[src/rtl/dahua_tx_pkg.sv]
// Shared defaults, state encoding and counter sizing helpers for the dahua_tx
// parallel-video transmitter.
package dahua_tx_pkg;

  localparam int WIDTH_DEF     = 640;
  localparam int HEIGTH_DEF    = 480;
  localparam int DATA_W_DEF    = 8;
  localparam int H_BLANK_DEF   = 16;
  localparam int V_BLANK_DEF   = 32;
  localparam int FV_LV_DLY_DEF = 4;

  typedef enum logic [2:0] {
    IDLE    = 3'd0,
    FV_PRE  = 3'd1,
    ACTIVE  = 3'd2,
    HBLANK  = 3'd3,
    FV_POST = 3'd4,
    VBLANK  = 3'd5
  } tx_state_t;

  // Bits needed to count 0..n-1, never less than one.
  function automatic int cnt_w(input int n);
    return (n > 1) ? $clog2(n) : 1;
  endfunction

  function automatic int max3(input int a, input int b, input int c);
    int m;
    m = (a > b) ? a : b;
    return (m > c) ? m : c;
  endfunction

endpackage

[src/rtl/dahua_tx.sv]
// AXI4-Stream video to camera-style parallel bus (D_OUT qualified by FV/LV).
// Line timing is free-running once a frame starts; missing pixels go out as 0.
module dahua_tx
  import dahua_tx_pkg::*;
#(
  parameter int WIDTH     = WIDTH_DEF,
  parameter int HEIGTH    = HEIGTH_DEF,
  parameter int DATA_W    = DATA_W_DEF,
  parameter int H_BLANK   = H_BLANK_DEF,
  parameter int V_BLANK   = V_BLANK_DEF,
  parameter int FV_LV_DLY = FV_LV_DLY_DEF
) (
  input  logic              pclk,
  input  logic              reset,
  input  logic [DATA_W-1:0] s_axis_tdata,
  input  logic              s_axis_tvalid,
  output logic              s_axis_tready,
  input  logic              s_axis_tuser,
  input  logic              s_axis_tlast,
  output logic [DATA_W-1:0] D_OUT,
  output logic              FV,
  output logic              LV,
  output logic              frame_done,
  output logic              underflow,
  output logic              len_err
);

  localparam int CW = cnt_w(WIDTH);
  localparam int RW = cnt_w(HEIGTH);
  localparam int BW = cnt_w(max3(H_BLANK, V_BLANK, FV_LV_DLY));

  localparam logic [CW-1:0] COL_LAST = CW'(WIDTH - 1);
  localparam logic [RW-1:0] ROW_LAST = RW'(HEIGTH - 1);
  localparam logic [BW-1:0] DLY_LAST = BW'(FV_LV_DLY - 1);
  localparam logic [BW-1:0] HB_LAST  = BW'(H_BLANK - 1);
  localparam logic [BW-1:0] VB_LAST  = BW'(V_BLANK - 1);

  tx_state_t         r_state;
  logic [CW-1:0]     r_col;
  logic [RW-1:0]     r_row;
  logic [BW-1:0]     r_bcnt;
  logic [DATA_W-1:0] r_d_out;
  logic              r_fv;
  logic              r_lv;
  logic              r_frame_done;
  logic              r_underflow;
  logic              r_len_err;

  logic w_ready;
  logic w_active;
  logic w_beat;
  logic w_fv_nxt;
  logic w_len_bad;

  // IDLE swallows non-SOF beats; ACTIVE takes one beat per cycle regardless.
  always_comb begin
    w_ready = 1'b0;
    case (r_state)
      IDLE:    w_ready = s_axis_tvalid && !s_axis_tuser;
      ACTIVE:  w_ready = 1'b1;
      default: w_ready = 1'b0;
    endcase
  end

  assign w_active  = (r_state == ACTIVE);
  assign w_beat    = w_active && s_axis_tvalid;
  assign w_fv_nxt  = !((r_state == IDLE) || (r_state == VBLANK));
  assign w_len_bad = (s_axis_tlast != (r_col == COL_LAST)) ||
                     (s_axis_tuser != ((r_col == {CW{1'b0}}) && (r_row == {RW{1'b0}})));

  always_ff @(posedge pclk) begin
    if (reset) begin
      r_state      <= IDLE;
      r_col        <= {CW{1'b0}};
      r_row        <= {RW{1'b0}};
      r_bcnt       <= {BW{1'b0}};
      r_d_out      <= {DATA_W{1'b0}};
      r_fv         <= 1'b0;
      r_lv         <= 1'b0;
      r_frame_done <= 1'b0;
      r_underflow  <= 1'b0;
      r_len_err    <= 1'b0;
    end else begin
      r_fv         <= w_fv_nxt;
      r_lv         <= w_active;
      r_d_out      <= w_beat ? s_axis_tdata : {DATA_W{1'b0}};
      r_frame_done <= r_fv && !w_fv_nxt;
      if (w_active && !s_axis_tvalid) r_underflow <= 1'b1;
      if (w_beat && w_len_bad)        r_len_err   <= 1'b1;

      case (r_state)
        IDLE: begin
          // The SOF beat stays on the bus; ACTIVE consumes it as column 0.
          if (s_axis_tvalid && s_axis_tuser) begin
            r_state <= FV_PRE;
            r_bcnt  <= {BW{1'b0}};
            r_col   <= {CW{1'b0}};
            r_row   <= {RW{1'b0}};
          end
        end
        FV_PRE: begin
          if (r_bcnt == DLY_LAST) begin
            r_state <= ACTIVE;
            r_bcnt  <= {BW{1'b0}};
            r_col   <= {CW{1'b0}};
          end else begin
            r_bcnt  <= r_bcnt + BW'(1);
          end
        end
        ACTIVE: begin
          if (r_col == COL_LAST) begin
            r_state <= (r_row == ROW_LAST) ? FV_POST : HBLANK;
            r_col   <= {CW{1'b0}};
            r_bcnt  <= {BW{1'b0}};
          end else begin
            r_col   <= r_col + CW'(1);
          end
        end
        HBLANK: begin
          if (r_bcnt == HB_LAST) begin
            r_state <= ACTIVE;
            r_bcnt  <= {BW{1'b0}};
            r_col   <= {CW{1'b0}};
            r_row   <= r_row + RW'(1);
          end else begin
            r_bcnt  <= r_bcnt + BW'(1);
          end
        end
        FV_POST: begin
          if (r_bcnt == DLY_LAST) begin
            r_state <= VBLANK;
            r_bcnt  <= {BW{1'b0}};
          end else begin
            r_bcnt  <= r_bcnt + BW'(1);
          end
        end
        VBLANK: begin
          if (r_bcnt == VB_LAST) begin
            r_state <= IDLE;
            r_bcnt  <= {BW{1'b0}};
            r_row   <= {RW{1'b0}};
          end else begin
            r_bcnt  <= r_bcnt + BW'(1);
          end
        end
        default: begin
          r_state <= IDLE;
          r_bcnt  <= {BW{1'b0}};
          r_col   <= {CW{1'b0}};
          r_row   <= {RW{1'b0}};
        end
      endcase
    end
  end

  assign s_axis_tready = w_ready;
  assign D_OUT         = r_d_out;
  assign FV            = r_fv;
  assign LV            = r_lv;
  assign frame_done    = r_frame_done;
  assign underflow     = r_underflow;
  assign len_err       = r_len_err;

endmodule
[config.mk]
export PLATFORM = sky130hd
export DESIGN_NAME = dahua_tx
export DESIGN_NICKNAME = d
export VERILOG_FILES = /design/src/rtl/dahua_tx_pkg.sv /design/src/rtl/dahua_tx.sv
export SDC_FILE = /design/constraint.sdc
export NUM_CORES = 1
export LEC_CHECK = 0
export BUFFER_PORTS_ARGS = -buffer_cell sky130_fd_sc_hd__buf_2
export CAP_MARGIN = 10
export CORE_MARGIN = 5
export CORE_UTILIZATION = 40
export CTS_BUF_LIST = sky130_fd_sc_hd__clkbuf_2
export DETAILED_ROUTE_END_ITERATION = 6
export GPL_ROUTABILITY_DRIVEN = 1
export PLACE_DENSITY = 0.59
export SLEW_MARGIN = 5
export SYNTH_ARGS = -nofsm -noshare
export SYNTH_HDL_FRONTEND = slang
export SYNTH_SLANG_ARGS = --single-unit
[constraint.sdc]
create_clock -name pclk -period 2.63 [get_ports pclk]
set_input_delay 0 -clock pclk [delete_from_list [all_inputs] [get_ports pclk]]
set_output_delay 0 -clock pclk [all_outputs]
set_load 0.05 [all_outputs]
==> metrics.cfg <==
[sta]
period_minus_slack_ns = 2.29
fin_setup_tns_ns = 0
setup_viol = 0
slew-limit-headroom_pct = 60.1
skew_ns = 0.0269
tightest_slew_ns = 0.597
period_share_pct = 87.2
slew_violations = 0
rsz0062_at_grt = no
hold_viol_final = 0
fmax_mhz = 436

[routing]
met2_length_um = 2040
wl_met3_um = 257
vias_per_cell = 5.11
top_layer_used = met4
antenna_left = 0
met1_length_um = 2060
wl_um = 4380
vias = 1758
drtPass1Iterations = 4
avgRoutedWirePerCell_um = 12.7
drc_errors = 0
drt-initial-drc-count = 199

[global_routing]
grtUsageTotal_pct = 14.8
grt_pass1_wl_um = 7700
grt_pass1_vias = 1714
antenna_found_initial = 0
grt_max_degree = 17
overflow = 0

[floorplanning]
die_y_um = 80.3
die_width_um = 80.3
num_rows = 25
die_area_sq_um = 6460
core_sq_um = 4750
io_pins = 27
start_util_pct = 41.6

[setup_path]
crit_family = simple AND/OR/NAND/NOR gates
setup.worst_path.class = flop to flop
max_stage_delay_ns = 0.56
crit_fanout = 16
path_cells = buf_4 > or3b_1 > nor2_2 > and2_1 > inv_1 > o21ai_1 > dlygate4sd3_1
start_kind = flop
cp_slowest_cell = dlygate4sd3_1
r2r_slack_ns = 0.34
crit_required_ns = 2.99
end_kind = flop
cp.buffers_inverters = 3
cp.arrival_ns = 2.65

[flow_run]
maxCapViolCount = 0

[clock_network]
cts_inserted_buffers = 5
clockRootBuffer = clkbuf_2
clk_pin_slew_ns = 0.23
clk_latency_ns = 0.39
htree_levels = 2
clock-sinks = 40
clock_path_buffers = 2
postCtsSetupRepairBufs = 0
cts_tree = built

[power]
clkPwrFrac_pct = 20.8
vdd_ir_drop_max_mv = 0.480
power_density_nw_per_um2 = 714
p_sw_share_pct = 39.6
power.total_uw = 1750
p_seq_share_pct = 40.6
power.switching_uw = 695
combinationalPowerShare_pct = 38.6
p_leak_uw = 0.00104
p_int_uw = 1060

[synth]
seq_area_frac_synth_pct = 40.5
synth_edf_count = 0
synth_cell_types = 46
synth_nets = 249
synthFlopType = dfxtp_1
synth-seq-cells = 40
synth.avg_cell_area_sq_um = 8.68
netlist_area_sq_um = 1980
async_flop_share_pct = 0
syn_inst = 228
yosysWarnings = 0

[worst_hold_path]
holdCritPathClass = input port to flop

[status]
status = completed

[final_layout]
drive_above_1_share_pct = 17.3
stdcell_count = 344
fin_nets = 297
area_growth_pct = 24.0
fillers = 469
diodes = 0

[placed_design]
port_buffers = 26
place_hpwl_um = 3000
dpl.cell_count = 316
gp_congestion = 0.817

## area by class of cell
type                       instances  area, sq um  share of cell area, %
timing repair buffer              52          375                   15.3
inverter                          10         37.5                   1.53
sequential                        40          801                   32.6
tap                               67         83.8                   3.41
clock buffer                       5         25.0                   1.02
multi-input combinational        167         1090                   44.4
clock inverter                     3         42.5                   1.73
## worst min-delay path: stages
cell	delay [ns]
buf_2	0.16
a21boi_1	0.32
or4b_1	0.17
a21oi_1	0.06
## cells in the mapped netlist (2+ instances only)
master / count / area share [%]
ha_1: 8 / 5.1
xnor2_1: 10 / 4.4
inv_1: 10 / 1.9
clkbuf_1: 6 / 1.1
a31oi_1: 3 / 0.95
nand4_1: 4 / 1.3
a41oi_1: 2 / 0.89
nand3_1: 13 / 3.3
or4b_1: 2 / 1.0
buf_2: 4 / 1.0
nor3_1: 6 / 1.5
xor2_1: 9 / 4.0
a211oi_1: 2 / 0.76
o31ai_1: 2 / 0.76
a21o_1: 2 / 0.76
o21ai_2: 2 / 0.89
nor2_1: 31 / 5.9
nand2_1: 13 / 2.5
nor4_1: 7 / 2.2
dfxtp_1: 40 / 40
a21oi_1: 7 / 1.8
nor4b_1: 2 / 0.89
a22oi_1: 3 / 1.1
o21ai_0: 2 / 0.51
and3_1: 14 / 4.4
a311oi_1: 2 / 0.89
o21ai_1: 3 / 0.76
## state kept, by name, indices dropped and copies added, names as in the netlist
| name | count |
|---|---|
| frame_done | 1 |
| r_col | 10 |
| FV | 1 |
| LV | 1 |
| r_bcnt | 5 |
| underflow | 1 |
| D_OUT | 8 |
| r_state | 3 |
| len_err | 1 |
| r_row | 9 |
## through the flow
stage               util [%]  hold WS (ns)  setup WS [ns]  cell area (sq um)
floorplan                  -        0.0721          0.395               1980
global placement        45.9         0.236          0.463               2180
detailed placement      45.9         0.238          0.394               2180
CTS                     51.6         0.320          0.182               2450
global route            51.6         0.365         0.0778               2450
finish                  51.6         0.332          0.336               2450
## cell usage in the layout, fill, tap and decap left out, types with 3 or more instances in the layout
cell,instances
nand2_1,13
buf_4,6
a22oi_1,3
xnor2_1,10
clkbuf_2,5
inv_1,10
and3_1,14
buf_2,26
nand3_1,13
xor2_1,9
dlygate4sd3_1,20
a31oi_1,3
nor3_1,6
nor4_1,7
ha_1,8
o21ai_1,3
nor2_1,30
dfxtp_1,40
a21oi_1,7
nand4_1,4
## timing repair
item | CTS | global route
hold buffers | 20 | 0
endpoints found under the hold margin | 20 | 0
endpoints found under the setup margin | 0 | 1
resized for setup | 0 | 1
## power groups by stage
stage	registers, uW	clock network (uW)	logic, uW
6_report	711	365	678
5_1_grt	721	415	766
4_1_cts	710	382	685
3_5_place_dp	723	0	659
3_3_place_gp	722	0	655
2_1_floorplan	781	0	449
## final timing paths
kind / from / to / cells after the start
setup reg to reg: r_state[2] / len_err / 7
setup / recovery: r_state[2] / len_err / 7
hold reg to reg: FV / frame_done / 1
hold / removal: s_axis_tvalid / r_state[1] / 4
## cells by family (layout without fill, tap and decap cells)
group	Yosys count	after routing	synth area share [%]
adder cells (fa/ha/maj)	8	8	5.06
XOR/XNOR	19	19	8.41
AND/OR/NAND/NOR	103	103	27.5
AO/OA/AOI/OAI	37	37	14.0
buffers and inverters	21	70	4.61
flip-flops	40	40	40.5
## routing by layer
layer	up-vias	track usage, %
met2	47	24.3
li1	905	-
met4	0	3.04
met1	804	19.7
met5	-	0
met3	2	3.81
Note: power is estimated with default switching activity, not from simulation.
